`src/rtl/uart_bridge_pkg.sv`:
```
// Shared register map, STATUS/CTRL bit positions and TX sequencer state type
// for the uart bridge.
package uart_bridge_pkg;

  localparam logic [1:0] ADDR_DATA   = 2'd0;
  localparam logic [1:0] ADDR_STATUS = 2'd1;
  localparam logic [1:0] ADDR_CTRL   = 2'd2;

  localparam int unsigned ST_RX_NOT_EMPTY = 0;
  localparam int unsigned ST_TX_NOT_FULL  = 1;
  localparam int unsigned ST_RX_OVERFLOW  = 2;
  localparam int unsigned ST_TX_IDLE      = 3;
  localparam int unsigned ST_TX_OVERFLOW  = 4;
  localparam int unsigned ST_RX_COUNT_LSB = 8;
  localparam int unsigned ST_TX_COUNT_LSB = 16;

  localparam int unsigned CTRL_RX_IRQ_EN = 0;
  localparam int unsigned CTRL_TX_IRQ_EN = 1;

  typedef enum logic [1:0] {
    IDLE,
    LAUNCH,
    BUSY
  } tx_state_t;

endpackage

```
`src/rtl/uart_bridge_sync_fifo.sv`:
```
// Single-clock FIFO with occupancy count; a push into a full FIFO is accepted
// only when a pop happens in the same cycle.
module sync_fifo #(
  parameter int unsigned WIDTH = 8,
  parameter int unsigned DEPTH = 16
) (
  input  logic                     clock,
  input  logic                     reset,
  input  logic                     push,
  input  logic [WIDTH-1:0]         push_data,
  input  logic                     pop,
  output logic [WIDTH-1:0]         head,
  output logic                     full,
  output logic                     empty,
  output logic [$clog2(DEPTH):0]   count
);

  localparam int unsigned AW = $clog2(DEPTH);
  localparam int unsigned CW = AW + 1;

  logic [WIDTH-1:0] mem [DEPTH];
  logic [AW-1:0]    wr_ptr;
  logic [AW-1:0]    rd_ptr;
  logic             do_push;
  logic             do_pop;

  assign full    = (count == CW'(DEPTH));
  assign empty   = (count == '0);
  assign do_pop  = pop & ~empty;
  assign do_push = push & (~full | do_pop);
  assign head    = mem[rd_ptr];

  always_ff @(posedge clock) begin
    if (do_push) begin
      mem[wr_ptr] <= push_data;
    end
  end

  // Pointers wrap naturally because DEPTH is a power of two.
  always_ff @(posedge clock or negedge reset) begin
    if (!reset) begin
      wr_ptr <= '0;
      rd_ptr <= '0;
      count  <= '0;
    end else begin
      if (do_push) begin
        wr_ptr <= wr_ptr + AW'(1);
      end
      if (do_pop) begin
        rd_ptr <= rd_ptr + AW'(1);
      end
      case ({do_push, do_pop})
        2'b10:   count <= count + CW'(1);
        2'b01:   count <= count - CW'(1);
        default: count <= count;
      endcase
    end
  end

endmodule

```
`src/rtl/uart_bridge.sv`:
```
// CPU register-bus client for the uart byte interface: TX/RX FIFOs, a TX
// launch sequencer, STATUS/CTRL registers and a level interrupt.
module uart_bridge
  import uart_bridge_pkg::*;
#(
  parameter int unsigned DEPTH          = 16,
  parameter logic [31:0] RX_EMPTY_VALUE = 32'hFFFF_FFFF
) (
  input  logic        clock,
  input  logic        reset,
  input  logic        cpu_req,
  input  logic        cpu_write,
  input  logic [1:0]  cpu_addr,
  input  logic [31:0] cpu_wdata,
  output logic [31:0] cpu_rdata,
  output logic        cpu_ack,
  output logic        irq,
  input  logic        rx_complete,
  input  logic [7:0]  rx_data,
  output logic        tx_valid,
  output logic [7:0]  tx_data,
  input  logic        tx_complete
);

  localparam int unsigned CW = $clog2(DEPTH) + 1;

  logic          rd_req;
  logic          wr_req;
  logic          rd_data;
  logic          wr_data;
  logic          wr_status;
  logic          wr_ctrl;

  logic          rx_full;
  logic          rx_empty;
  logic          rx_pop;
  logic          rx_drop;
  logic [7:0]    rx_head;
  logic [CW-1:0] rx_count;

  logic          tx_full;
  logic          tx_empty;
  logic          tx_pop;
  logic          tx_drop;
  logic          tx_idle;
  logic [7:0]    tx_head;
  logic [CW-1:0] tx_count;

  logic          rx_overflow;
  logic          tx_overflow;
  logic [1:0]    ctrl;
  logic [31:0]   status_word;
  logic [31:0]   rdata_next;
  tx_state_t     state;
  tx_state_t     state_next;
  logic          unused_wdata;

  assign rd_req    = cpu_req & ~cpu_write;
  assign wr_req    = cpu_req & cpu_write;
  assign rd_data   = rd_req & (cpu_addr == ADDR_DATA);
  assign wr_data   = wr_req & (cpu_addr == ADDR_DATA);
  assign wr_status = wr_req & (cpu_addr == ADDR_STATUS);
  assign wr_ctrl   = wr_req & (cpu_addr == ADDR_CTRL);

  assign rx_pop  = rd_data & ~rx_empty;
  assign rx_drop = rx_complete & rx_full & ~rx_pop;
  assign tx_drop = wr_data & tx_full & ~tx_pop;
  assign tx_idle = tx_empty & (state == IDLE);

  assign unused_wdata = ^cpu_wdata[31:8];

  sync_fifo #(.WIDTH(8), .DEPTH(DEPTH)) u_rx_fifo (
    .clock     (clock),
    .reset     (reset),
    .push      (rx_complete),
    .push_data (rx_data),
    .pop       (rx_pop),
    .head      (rx_head),
    .full      (rx_full),
    .empty     (rx_empty),
    .count     (rx_count)
  );

  sync_fifo #(.WIDTH(8), .DEPTH(DEPTH)) u_tx_fifo (
    .clock     (clock),
    .reset     (reset),
    .push      (wr_data),
    .push_data (cpu_wdata[7:0]),
    .pop       (tx_pop),
    .head      (tx_head),
    .full      (tx_full),
    .empty     (tx_empty),
    .count     (tx_count)
  );

  // TX sequencer: state register / next state / outputs.
  always_ff @(posedge clock or negedge reset) begin
    if (!reset) begin
      state <= IDLE;
    end else begin
      state <= state_next;
    end
  end

  always_comb begin
    state_next = state;
    case (state)
      IDLE:    if (!tx_empty) state_next = LAUNCH;
      LAUNCH:  state_next = BUSY;
      BUSY:    if (tx_complete) state_next = IDLE;
      default: state_next = IDLE;
    endcase
  end

  always_comb begin
    tx_pop   = 1'b0;
    tx_valid = 1'b0;
    case (state)
      IDLE:    tx_pop   = ~tx_empty;
      LAUNCH:  tx_valid = 1'b1;
      default: ;
    endcase
  end

  always_ff @(posedge clock or negedge reset) begin
    if (!reset) begin
      tx_data <= '0;
    end else if (tx_pop) begin
      tx_data <= tx_head;
    end
  end

  always_comb begin
    status_word = {8'h00, 8'(tx_count), 8'(rx_count), 3'b000,
                   tx_overflow, tx_idle, rx_overflow, ~tx_full, ~rx_empty};
    rdata_next  = '0;
    if (rd_req) begin
      case (cpu_addr)
        ADDR_DATA:   rdata_next = rx_empty ? RX_EMPTY_VALUE : {24'h0, rx_head};
        ADDR_STATUS: rdata_next = status_word;
        ADDR_CTRL:   rdata_next = {30'h0, ctrl};
        default:     rdata_next = '0;
      endcase
    end
  end

  // A new overflow in the same cycle as its write-1-to-clear stays set.
  always_ff @(posedge clock or negedge reset) begin
    if (!reset) begin
      cpu_ack     <= 1'b0;
      cpu_rdata   <= '0;
      irq         <= 1'b0;
      ctrl        <= '0;
      rx_overflow <= 1'b0;
      tx_overflow <= 1'b0;
    end else begin
      cpu_ack   <= cpu_req;
      cpu_rdata <= rdata_next;
      irq       <= (ctrl[CTRL_RX_IRQ_EN] & ~rx_empty) |
                   (ctrl[CTRL_TX_IRQ_EN] & tx_idle);
      if (wr_ctrl) begin
        ctrl <= cpu_wdata[1:0];
      end
      if (rx_drop) begin
        rx_overflow <= 1'b1;
      end else if (wr_status && cpu_wdata[ST_RX_OVERFLOW]) begin
        rx_overflow <= 1'b0;
      end
      if (tx_drop) begin
        tx_overflow <= 1'b1;
      end else if (wr_status && cpu_wdata[ST_TX_OVERFLOW]) begin
        tx_overflow <= 1'b0;
      end
    end
  end

endmodule

```
`config.mk`:
```
export PLATFORM = sky130hd
export DESIGN_NAME = uart_bridge
export DESIGN_NICKNAME = d
export VERILOG_FILES = /design/src/rtl/uart_bridge_pkg.sv /design/src/rtl/uart_bridge_sync_fifo.sv /design/src/rtl/uart_bridge.sv
export SDC_FILE = /design/constraint.sdc
export NUM_CORES = 1
export LEC_CHECK = 0
export CAP_MARGIN = 25
export CORE_AREA = 4 4 132 261
export DETAILED_ROUTE_END_ITERATION = 6
export DIE_AREA = 0 0 136 265
export SETUP_SLACK_MARGIN = 0.05
export SLEW_MARGIN = 10
export SYNTH_ARGS = -nofsm -noshare
export SYNTH_HDL_FRONTEND = slang
export SYNTH_SLANG_ARGS = --single-unit
```
`constraint.sdc`:
```
create_clock -name clock -period 9.2 [get_ports clock]
set_clock_uncertainty 0.2 [all_clocks]
set_input_delay 0.92 -clock clock [delete_from_list [all_inputs] [get_ports clock]]
set_output_delay 0.92 -clock clock [all_outputs]
set_load 0.03 [all_outputs]
```
==> impl_summary.log <==
INFO  metric first_global_vias = ~6900
INFO  metric path_common_cell = ha_1
INFO  metric start_util = 39.9%
INFO  metric first_pass_grt_wire_length = around 42000 um
INFO  metric cellLeakagePower = between 0.005 and 0.006 uW
INFO  metric yosysTopAreaCell = edfxtp_1
INFO  metric synth_cell_types = 60
INFO  metric floorplan.rows = 93
INFO  metric worst_setup_path_start_kind = primary input
INFO  metric critPathBufInv = 2
INFO  metric synth_seq_area_share = 71.6%
INFO  metric number_of_buffers_created_by_cts = 27
INFO  metric min_delay_worst_endpoint = rx_overflow$_DFFE_PN0P_
INFO  metric clock_sinks = ~320
INFO  metric yosysWarnings = 0
INFO  metric synth_ff_type = edfxtp_1
INFO  metric clk_pin_slew_worst_paths = 70 ps
INFO  metric fin_crit_sh = 44.3%
INFO  metric critPathSlowestCell = or4b_4
INFO  metric grtUsageTotal = 15.7%
INFO  metric synth.area.top_cells = edfxtp_1 (60%), dfrtp_1 (12%), mux4_2 (11%)
INFO  metric most_frequent_standard_cell_in_the_layout_excluding_fill_and_tap_cells = edfxtp_1
INFO  metric final_cell_mix = edfxtp_1 (256), clkdlybuf4s50_1 (65), mux4_2 (64), dfrtp_1 (58), clkbuf_16 (28)
INFO  metric root_buffer_selected_by_cts = clkbuf_16
INFO  metric timing_worst_slew_pin_value = 1000 ps
INFO  metric ctsLongestPathBuffers = 3
INFO  metric final_nets = 812
INFO  metric rsz0062_at_grt = no
INFO  metric cts-htree-levels = 1
INFO  metric clock.fmax = around 250 MHz
INFO  metric criticalPathCategory = in2reg
INFO  metric worst-path-max-fanout = 10
INFO  metric grt_use_met1 = 15.5%
INFO  metric cp_top_family = compound AO/OA/AOI/OAI gates
INFO  metric max_stage_delay = roughly 670 ps
INFO  metric worstPathRequired = 9410 ps
INFO  metric initialDrtViolationCount = 209
INFO  metric wl_per_cell = 23.3 um
INFO  metric r2r_setup_slack = 5630 ps
INFO  metric power.density = 282 nW/um^2
INFO  metric cp_cell_sequence = clkdlybuf4s50_1, or4b_4, a31oi_4, inv_1, ha_1, xor2_1, ha_1, a21o_1, a22oi_1, nor3_1, a2111oi_0
INFO  metric async_flop_share = 19.2%
INFO  metric grt_use_met3 = 2.13%
INFO  metric ant_nets_after_route = 0
INFO  metric core_footprint = 32200 sq um
INFO  metric tritoncts = yes
INFO  metric cp_data_arrival_time = roughly 4300 ps
INFO  metric final_setup_fails = 0
INFO  metric synth_fp_nets = around 760
INFO  metric vdd.ir_drop.worst = 206 uV
INFO  metric layout.cells.non_filler = 1194
INFO  metric place.detailed.hpwl = 19900 um
INFO  metric synth_top_area_share = 59.8%
INFO  metric die_width = roughly 140 um
INFO  metric cp-startpoint = cpu_addr[1]
INFO  metric period_needed = 4080 ps
INFO  metric grt_antenna_before_repair = 1
INFO  metric clock_latency_on_the_worst_skew_pair = 540 ps
INFO  metric post_cts_resize_count = 0
INFO  metric gp_congestion = 0.768
INFO  metric numPlacedInstances = 1144
INFO  metric global_route.peak_usage_layer = met2
INFO  metric reg2reg_to = u_tx_fifo.count[4]$_DFFE_PN0P_
INFO  metric number_of_enable_type_register_cells_in_the_synthesized_netlist = ~260
INFO  metric placed_area = 13900 sq um
INFO  metric whs_path_depth = 2
INFO  metric postCtsSetupBuffers = 0
INFO  metric worst_r2r_startpoint = u_tx_fifo.count[1]$_DFFE_PN0P_
INFO  metric synth_cells = 689
INFO  metric hold_start = rx_overflow$_DFFE_PN0P_
INFO  metric worst_slew_margin_rel = 32.8%
INFO  metric cts_hold_repair.buffers = 0
INFO  metric detail_route.vias_per_cell = 5.31
INFO  metric min-delay-path-class = reg2reg
INFO  metric n_fill_cell = 2776
INFO  metric grt_use_met2 = 31.9%
INFO  metric final-hold-violation-count = 0
INFO  metric grt-ovfl-total = 0
INFO  metric finish.instance_area = 14700 sq um
INFO  metric max_cap_viol_count = 0
INFO  metric detailedRoute.firstPassIterationCount = 5
INFO  metric synthToLayoutAreaGrowth = 14.5%
INFO  metric ys_seq_elements = 317
INFO  metric drive_above_1_share = 19.7%
INFO  metric result_of_the_run = finished clean
INFO  metric die_area = 36000 sq um
INFO  metric die-height = 265 um
INFO  metric num_vias = 6335
INFO  metric final_count_of_pins_violating_max_slew = 0
INFO  metric r2r.worst_path.cells = 8
INFO  metric mappedNetlistArea = about 13000 sq um
INFO  metric io-pin-count = slightly above 90
INFO  metric number_of_buffer_cells_added_on_primary_ports = 66
INFO  metric drc = 0
INFO  metric utilization = 45.7%
INFO  metric cp-end-kind = flop
INFO  metric totalNegativeSetupSlack = 0 ps
INFO  metric grt_max_degree = 62
INFO  metric postSynthAreaPerCell = 18.7 sq um
INFO  metric final_routed_wirelength_across_all_metal_layers = 27900 um
-- final cells by class --
type                            count  area (sq um)  area share [%]
Timing Repair Buffer               76           731            4.96
Clock buffer                       32           716            4.86
Inverter                           15          56.3           0.382
Sequential cell                   317          9220            62.6
Tap cell                          427           534            3.63
Antenna cell                        1          2.50          0.0170
Clock inverter                     17           143           0.968
Multi-Input combinational cell    309          3330            22.6
-- flip-flops by register name, indices dropped and copies added (netlist names) --
signal and flops:
cpu_ack 1, cpu_rdata 19, ctrl 2, irq 1, rx_overflow 1, state 2, tx_data 8, tx_overflow 1
u_rx_fifo.count 5, u_rx_fifo.mem 128, u_rx_fifo.rd_ptr 4, u_rx_fifo.wr_ptr 4, u_tx_fifo.count 5, u_tx_fifo.mem 128, u_tx_fifo.rd_ptr 4, u_tx_fifo.wr_ptr 4
-- synth_stat cells (3+ instances only) --
cell type / number
edfxtp_1: 256
mux4_2: 64
dfrtp_1: 61
and2_1: 24
clkbuf_1: 18
ha_1: 17
mux2_2: 17
o22ai_1: 17
nand2_1: 16
a21o_1: 15
a21oi_1: 15
inv_1: 15
xnor2_1: 15
buf_4: 14
buf_2: 10
mux2i_1: 10
nor2_1: 10
o21ai_0: 8
nor3b_1: 7
nand2b_1: 6
xor2_1: 6
o211ai_1: 5
a22oi_1: 4
buf_1: 4
nand4_1: 4
nor3_1: 4
a221oi_1: 3
or2_2: 3
-- per-stage QoR --
stage	total power, uW	setup slack (ps)	hold WS (ps)
floorplan	2740	5410	242
global placement	3060	4750	280
detailed placement	3100	4620	273
CTS	4210	5170	289
global route	4370	4910	341
finish	4150	5120	283
-- logic make-up after synthesis --
logic type / count (synthesis) / share of synthesized area (%)
buffers and inverters: 63 / 2.46
flip-flops: 317 / 71.6
AND/OR/NAND/NOR: 95 / 4.65
multiplexers: 91 / 13.5
XOR/XNOR: 21 / 1.43
adder cells (fa/ha/maj): 18 / 1.81
AO/OA/AOI/OAI: 84 / 4.54
-- report_power, final --
group | switching, uW | internal, uW
Sequential | 164 | 1710
Clock | 509 | 594
Combinational | 600 | 570
Total | 1270 | 2870
-- layer usage --
metal | share of wire, % | vias up
met1 | 32 | 3301
met3 | 3.4 | 57
met4 | 3.4 | 0
met2 | 61 | 135
met5 | 0 | -
li1 | - | 2842
-- worst max-delay path by stage --
| stage | to | slack [ps] | depth (start not counted) |
|---|---|---|---|
| detailed placement | u_rx_fifo.count[4]$_DFFE_PN0P_ | 4620 | 11 |
| finish | u_rx_fifo.count[4]$_DFFE_PN0P_ | 5120 | 11 |
| CTS | u_rx_fifo.count[4]$_DFFE_PN0P_ | 5170 | 11 |
| global route | u_rx_fifo.count[4]$_DFFE_PN0P_ | 4910 | 11 |
| floorplan | u_rx_fifo.count[4]$_DFFE_PN0P_ | 5410 | 13 |
| global placement | u_rx_fifo.count[4]$_DFFE_PN0P_ | 4750 | 11 |
-- tightest hold or removal path: cells and delay by family, from the launching register on --
| family | cells | cell delay (ps) |
|---|---|---|
| simple gates | 1 | 50 |
| flops | 1 | 350 |
| compound gates | 1 | 50 |
(Power assumes the default switching activity.)
